**src/rtl/drum_sector_reader.sv**
```systemverilog
// Receive-side decoder for the drum timing tracks: recovers word framing from
// the word-mark track, deserialises the sector address and checks continuity.
module drum_sector_reader #(
    parameter int WORD_BITS  = 40,
    parameter int ADDR_BITS  = 7,
    parameter int ADDR_FIRST = 32,
    parameter int LOCK_WORDS = 2
) (
    input  logic                 CLK,
    input  logic                 CLR,
    input  logic                 Z1,
    input  logic                 Z2,
    input  logic                 Z3,
    input  logic [ADDR_BITS-1:0] target,
    output logic [5:0]           bit_cnt,
    output logic [ADDR_BITS-1:0] sector,
    output logic                 index,
    output logic                 word_end,
    output logic                 locked,
    output logic                 match,
    output logic                 window,
    output logic                 seq_err
);

    localparam int LW = $clog2(LOCK_WORDS + 1);
    localparam logic [5:0] SYNC_BIT = 6'd31;
    localparam logic [5:0] LAST_BIT = 6'(WORD_BITS - 1);
    localparam logic [ADDR_BITS-1:0] ADDR_ONE = ADDR_BITS'(1);

    logic                 r_z1_prev;
    logic                 r_z2_prev;
    logic [3:0]           r_low_run;
    logic [5:0]           r_bit_cnt;
    logic [ADDR_BITS-1:0] r_stage;
    logic [ADDR_BITS-1:0] r_sector;
    logic                 r_index;
    logic [LW-1:0]        r_lock_cnt;
    logic                 r_locked;
    logic                 r_have_prev;
    logic                 r_word_end;
    logic                 r_match;
    logic                 r_window;
    logic                 r_seq_err;

    logic                 w_be;
    logic                 w_sync;
    logic [5:0]           w_bit_inc;
    logic [5:0]           w_bit_nxt;
    logic                 w_frame_ok;
    logic                 w_frame_err;
    logic                 w_last;
    logic                 w_cont_err;
    logic                 w_match;
    logic [LW-1:0]        w_lock_inc;

    always_comb begin
        w_be        = Z1 & ~r_z1_prev;
        // A mark rising after a long low run is the sync mark; after a short run it is the secondary mark.
        w_sync      = Z2 & ~r_z2_prev & (r_low_run >= 4'd8);
        w_bit_inc   = (r_bit_cnt == LAST_BIT) ? 6'd0 : r_bit_cnt + 6'd1;
        w_bit_nxt   = w_sync ? SYNC_BIT : w_bit_inc;
        w_frame_ok  = w_be & w_sync & (w_bit_inc == SYNC_BIT);
        w_frame_err = w_be & w_sync & (w_bit_inc != SYNC_BIT);
        w_last      = w_be & (w_bit_nxt == LAST_BIT);
        w_cont_err  = w_last & r_locked & r_have_prev &
                      ((r_stage != r_sector + ADDR_ONE) | (Z3 != (r_stage == '0)));
        w_match     = w_last & r_locked & ~w_frame_err & (r_stage == target);
        w_lock_inc  = (r_lock_cnt == LW'(LOCK_WORDS)) ? r_lock_cnt : r_lock_cnt + LW'(1);
    end

    always_ff @(posedge CLK) begin
        if (!CLR) begin
            r_z1_prev   <= 1'b0;
            r_z2_prev   <= 1'b0;
            r_low_run   <= 4'd0;
            r_bit_cnt   <= 6'd0;
            r_stage     <= '0;
            r_sector    <= '0;
            r_index     <= 1'b0;
            r_lock_cnt  <= '0;
            r_locked    <= 1'b0;
            r_have_prev <= 1'b0;
            r_word_end  <= 1'b0;
            r_match     <= 1'b0;
            r_window    <= 1'b0;
            r_seq_err   <= 1'b0;
        end else begin
            r_z1_prev  <= Z1;
            r_word_end <= w_last;
            r_match    <= w_match;
            r_seq_err  <= w_frame_err | w_cont_err;

            if (w_be) begin
                r_z2_prev <= Z2;
                r_low_run <= Z2 ? 4'd0 : ((r_low_run == 4'd15) ? 4'd15 : r_low_run + 4'd1);
                r_bit_cnt <= w_bit_nxt;
                for (int i = 0; i < ADDR_BITS; i++) begin
                    if (w_bit_nxt == 6'(ADDR_FIRST + i)) begin
                        r_stage[i] <= Z3;
                    end
                end
            end

            if (w_frame_err) begin
                r_lock_cnt  <= LW'(1);
                r_locked    <= 1'b0;
                r_have_prev <= 1'b0;
            end else if (w_frame_ok) begin
                r_lock_cnt <= w_lock_inc;
                r_locked   <= (w_lock_inc == LW'(LOCK_WORDS));
            end

            if (w_last) begin
                r_sector <= r_stage;
                r_index  <= Z3;
                if (r_locked) begin
                    r_have_prev <= 1'b1;
                end
            end

            // A new match wins over the clearing word_end so back-to-back matches keep the window open.
            if (w_match) begin
                r_window <= 1'b1;
            end else if (w_last) begin
                r_window <= 1'b0;
            end
        end
    end

    assign bit_cnt  = r_bit_cnt;
    assign sector   = r_sector;
    assign index    = r_index;
    assign word_end = r_word_end;
    assign locked   = r_locked;
    assign match    = r_match;
    assign window   = r_window;
    assign seq_err  = r_seq_err;

endmodule

```
**config.mk**
```make
export PLATFORM = sky130hd
export DESIGN_NAME = drum_sector_reader
export DESIGN_NICKNAME = d
export VERILOG_FILES = /design/src/rtl/drum_sector_reader.sv
export SDC_FILE = /design/constraint.sdc
export NUM_CORES = 1
export LEC_CHECK = 0
export BUFFER_PORTS_ARGS = -buffer_cell sky130_fd_sc_hd__buf_2
export CAP_MARGIN = 0
export CORE_MARGIN = 3
export CORE_UTILIZATION = 40
export DETAILED_ROUTE_END_ITERATION = 8
export PLACE_DENSITY = 0.69
export RECOVER_POWER = 50
export SETUP_SLACK_MARGIN = 0.15
export SLEW_MARGIN = 20
export SYNTH_ARGS = -nofsm -noshare
export SYNTH_HDL_FRONTEND = slang
export SYNTH_SLANG_ARGS = --single-unit
```
**constraint.sdc**
```tcl
create_clock -name CLK -period 5.5 [get_ports CLK]
set_input_delay 1.1 -clock CLK [delete_from_list [all_inputs] [get_ports CLK]]
set_output_delay 1.1 -clock CLK [all_outputs]
set_load 0.01 [all_outputs]
```
======== After elaboration in Yosys (flattened, before gate mapping) ========
Index checks and enable logic that the tools add are counted.
storage, ports and cells
  word-level logic and storage cells ...... 84
  register bits after elaboration ......... 35
  input bits .............................. 12
  output and inout port bits .............. 19
cells by class
  multiplexer cells ....................... 12
  equal/unequal tests ..................... 17
  reduce and logical (&&, ||, !) cells .... 11
  magnitude comparators ................... 1
  bitwise operators ....................... 18
  add/sub/neg operators ................... 4
operator list
  kind                                                                      number
  6-bit equality test (second input constant)                               9
  2-bit AND reduction                                                       7
  1-bit bitwise AND                                                         12
  6-bit 2-to-1 mux                                                          2
  4-bit 2-to-1 mux                                                          2
  7-bit by 1-bit adder with 7-bit output (second input constant)            1
  7-bit equality test                                                       1
  7-bit logical NOT                                                         1
  1-bit 2-to-1 mux                                                          7
  7-bit inequality test                                                     1
  6-bit by 1-bit adder with 6-bit output (second input constant)            1
  6-bit by 5-bit equality test with 1-bit output (second input constant)    1
  6-bit by 5-bit inequality test with 1-bit output (second input constant)  1
  4-bit by 1-bit adder with 4-bit output (second input constant)            1
  2-bit equality test (second input constant)                               2
  4-bit equality test (second input constant)                               1
  4-bit >= comparator (second input constant)                               1
  1-bit inverter                                                            4
  2-bit nonzero test                                                        2
  2-bit by 1-bit adder with 2-bit output (second input constant)            1
  2-bit 2-to-1 mux                                                          1
  1-bit bitwise OR                                                          2
  2-bit OR reduction                                                        1
  1-bit inequality test                                                     1

======== Depth between registers and ports, before layout ========
  depth in word-level cells ............... 10
  mapped depth ............................ 7
  depth with buffers taken out ............ 7

======== Worst setup path before layout ========
OpenSTA, ideal clock, no wires.
  kind .................................... input to register
  start point ............................. input port Z2
  end point ............................... register r_index (netlist: index)
  buffers on the path ..................... 1
  arrival time ............................ 2.628 ns
  path slack .............................. 2.813 ns
  stages .................................. 6
  data required time ...................... 5.441 ns
  setup time .............................. 0.059 ns
  cell sequence ........................... and3b_1 -> buf_6 -> a211o_4 -> or4_4 -> nor3_4 -> a22o_1
between the ends
  cells in the longest elaborated chain, start to end .. 5
RTL lines
  item                            line  text
  start, declared                 12    input logic Z2,
  1-bit bitwise AND (2 in a row)  59    w_sync = Z2 & ~r_z2_prev & (r_low_run >= 4'd8);
  6-bit 2-to-1 mux                61    w_bit_nxt = w_sync ? SYNC_BIT : w_bit_inc;
  6-bit equality test             64    w_last = w_be & (w_bit_nxt == LAST_BIT);
  1-bit bitwise AND               64
  end signal, assigned            79    r_index <= 1'b0;
  end signal, assigned            115   r_index <= Z3;
  end, declared                   36    logic r_index;
Every way passes these cells.
A chain may end at the register's enable or synchronous reset.

======== Worst setup path in the final report ========
  start point ............................. input port Z2
  end point ............................... register r_sector[5] (netlist: sector[5])
between the ends
  cells in the longest elaborated chain, start to end .. 5
RTL lines
  item                            line  text
  1-bit bitwise AND (2 in a row)  59
  6-bit 2-to-1 mux                61
  6-bit equality test             64
  1-bit bitwise AND               64
  end signal, assigned            114   r_sector <= r_stage;
  end, declared                   35    logic [ADDR_BITS-1:0] r_sector;
Every way passes these cells.

==> results.md <==
- Vias in the first global route: about 1600
- Share of cells above drive strength 1: 0.114
- Largest net degree at the start of global routing: 24
- Hold path depth: 2
- Data arrival, critical path: 2.88 ns
- Clock transition at path regs: approximately 0.07 ns
- Period minus WS final: around 2.6 ns
- Die X: around 76 µm
- Dpl cell area: ~2100 µm²
- Clk_skew: about 0.0023 ns
- Max FO, Critical Path: 8
- Post-Syn Nets: between 200 and 300
- Seq/Total Area, Yosys: 0.348
- Crit end category: flip-flop
- Root Buffer: clkbuf_8
- Total wire length: 4.43 mm
- DR iter-0 viols: 96
- Area grow syn2layout: 11.1%
- Routed wire per std cell: roughly 14 µm
- N_diodes: 0
- Distinct cells, synth: 55
- GRT Overall Usage: 0.162
- Port bufs: 30
- Non-Filler Instances: 320
- Most area-hungry cell type in the Yosys netlist: dfxtp_1
- Post-CTS Repair Setup Buffers: 0
- Syn_area_per_cell: roughly 8.4 µm²
- Maxcap violations: 0
- Core area: between 4000 and 5000 µm²
- Critical path's slowest cell: or4_4
- CTS tree: yes
- GRT overflow: 0
- Max Slew Vio Count: 0
- Via/cell ratio: about 5.5
- Post-route design area: 2170 µm²
- Setup slack at placement: around 2.6 ns
- Most frequent cells after synthesis: 34 x dfxtp_1, 21 x a21oi_1, 18 x nor2_1
- FILL cells: roughly 460
- Vias: 1750
- I/O Pins: 31
- Ys Warns: 0
- Hold WC Path Type: reg2reg
- Post-synth ARST share: 0
- Nets: ~270
- Reg2reg path depth: 6
- Skew-Pair Late Insertion Delay: about 0.28 ns
- Number of flops mapped to enable cells by yosys: 0
- Routability Congestion: between 0.7 and 0.8
- Clock Path Buffers: 2
- Die footprint: 5770 µm²
- Clock sinks: 34
- VDD IR max: between 0.1 and 0.15 mV
- Post-route ant nets: 0
- Worst-path cell chain: buf_2 -> and3b_1 -> a211o_4 -> or4_4 -> nor3_4 -> a22o_1
- Max Freq: around 380 MHz
- Total iterations of the first detailed-routing run: 4
- Most frequent cell after synthesis: dfxtp_1
- Worst rel slew slack: 0.501
- Final worst slack: 2.85 ns
- HPWL after DPL: 3.20 mm
- First-pass GRT wire length: around 7.7 mm
- Die extent in y: around 76 µm
- Status: completed
- Post-synth top area share: 0.348
- Setup_tns: 0 ns
- Hold Violations, Final: 0
- Power Dens Cells: approximately 210 nW/µm²
- CTS H-tree depth: 2
- FF/Latch Area: about 700 µm²
- Worst path max stage delay: between 0.5 and 0.6 ns
- Initial Utilization: 0.432
- Ranking of synthesized cells by area: dfxtp_1 35%, a21oi_1 5.4%, xnor2_1 4.5%, a22o_1 4.0%, ha_1 3.8%
- CP startpoint kind: primary input
- Hold_buf cts: 0
- Placed cells: roughly 310
- Seq cells post-synth: 34
- RSZ-0062 raised after global routing: no
- Final worst-path cycle share: 0.482
- Multi-input gate area: approximately 1200 µm²
- Slew @ Worst Pin: between 0.7 and 0.8 ns
- Synth Instances: around 230
- Initial antenna violation count: 0
- Type of the worst setup path: in2reg
- P_leak: 0.000753 µW
- DRC Markers: 0
- Gates resized, CTS repair: 0
- Final core utilization: 0.480
- Mapped Area: 1960 µm²
- Number of cell rows: 24
- Req. time, crit path: 5.73 ns
- Primary FF master, synth: dfxtp_1
- Final setup violation count: 0
- Num CTS Buffers: 5
## flip-flops by register name (all words and copies together), names as in the netlist
name,count
r_stage,7
sector,7
r_have_prev,1
bit_cnt,6
r_lock_cnt,2
r_z1_prev,1
word_end,1
r_low_run,4
r_z2_prev,1
window,1
index,1
seq_err,1
match,1
## power breakdown
| group | internal (µW) | total (µW) | leakage, µW | switching, µW |
|---|---|---|---|---|
| clock network | 84.9 | 174 | 0.0000438 | 88.7 |
| registers | 249 | 252 | 0.000275 | 3.53 |
| logic | 14.2 | 39.0 | 0.000435 | 24.7 |
| total | 348 | 465 | 0.000753 | 117 |
## final cells by class
cell class                 instances  share of cell area
tap                               65              0.0374
clock buffer                       5              0.0316
inverter                           8              0.0138
multi-input combinational        176               0.541
clock inverter                     2             0.00460
timing repair buffer              30              0.0581
sequential                        34               0.313
## routing by layer
layer,part of all wire,up-vias,track usage
met5,0,-,0
met4,0.025,0,0.0688
met3,0.046,12,0.0391
met2,0.44,42,0.248
met1,0.49,800,0.218
li1,-,896,-
## critical path: cells and delay by family
| family | cells | cell delay (ns) |
|---|---|---|
| simple gates | 3 | 1.09 |
| buf+inv | 1 | 0.13 |
| compound gates | 2 | 0.56 |
## kinds of logic after synthesis
kind of cell	Yosys count	share of synthesized area
mux	1	0.00512
flops	34	0.348
xor+xnor	17	0.0761
buf+inv	22	0.0505
fa+ha+maj	6	0.0384
simple gates	86	0.258
compound gates	66	0.224
## through the flow
step / total power [µW] / hold slack [ns]
after CTS: 469 / 0.463
after global placement: 297 / 0.448
after floorplan: 285 / 0.439
after detailed placement: 297 / 0.454
final: 465 / 0.463
after global routing: 487 / 0.476
## layout by cell type, fill, tap and decap left out, types with 4 or more instances in the layout
cell,n
or3_1,4
xor2_1,7
clkbuf_1,19
a31oi_1,5
nor3_1,6
clkbuf_8,5
nand4_1,5
inv_1,8
o21ai_0,13
buf_2,11
and2_1,4
dfxtp_1,34
ha_1,6
a22o_1,9
nor2_1,18
and3_1,4
nand2_1,9
nand3_1,14
a21oi_1,21
xnor2_1,10
## path summary, 6_finish.rpt
path / start / end / slack (ns)
min reg2reg: r_z2_prev / r_z2_prev / 0.46
min: r_z2_prev / r_z2_prev / 0.46
max reg2reg: bit_cnt[0] / sector[5] / 3.00
max: Z2 / sector[5] / 2.85
Power figures use the tool's default switching activity.
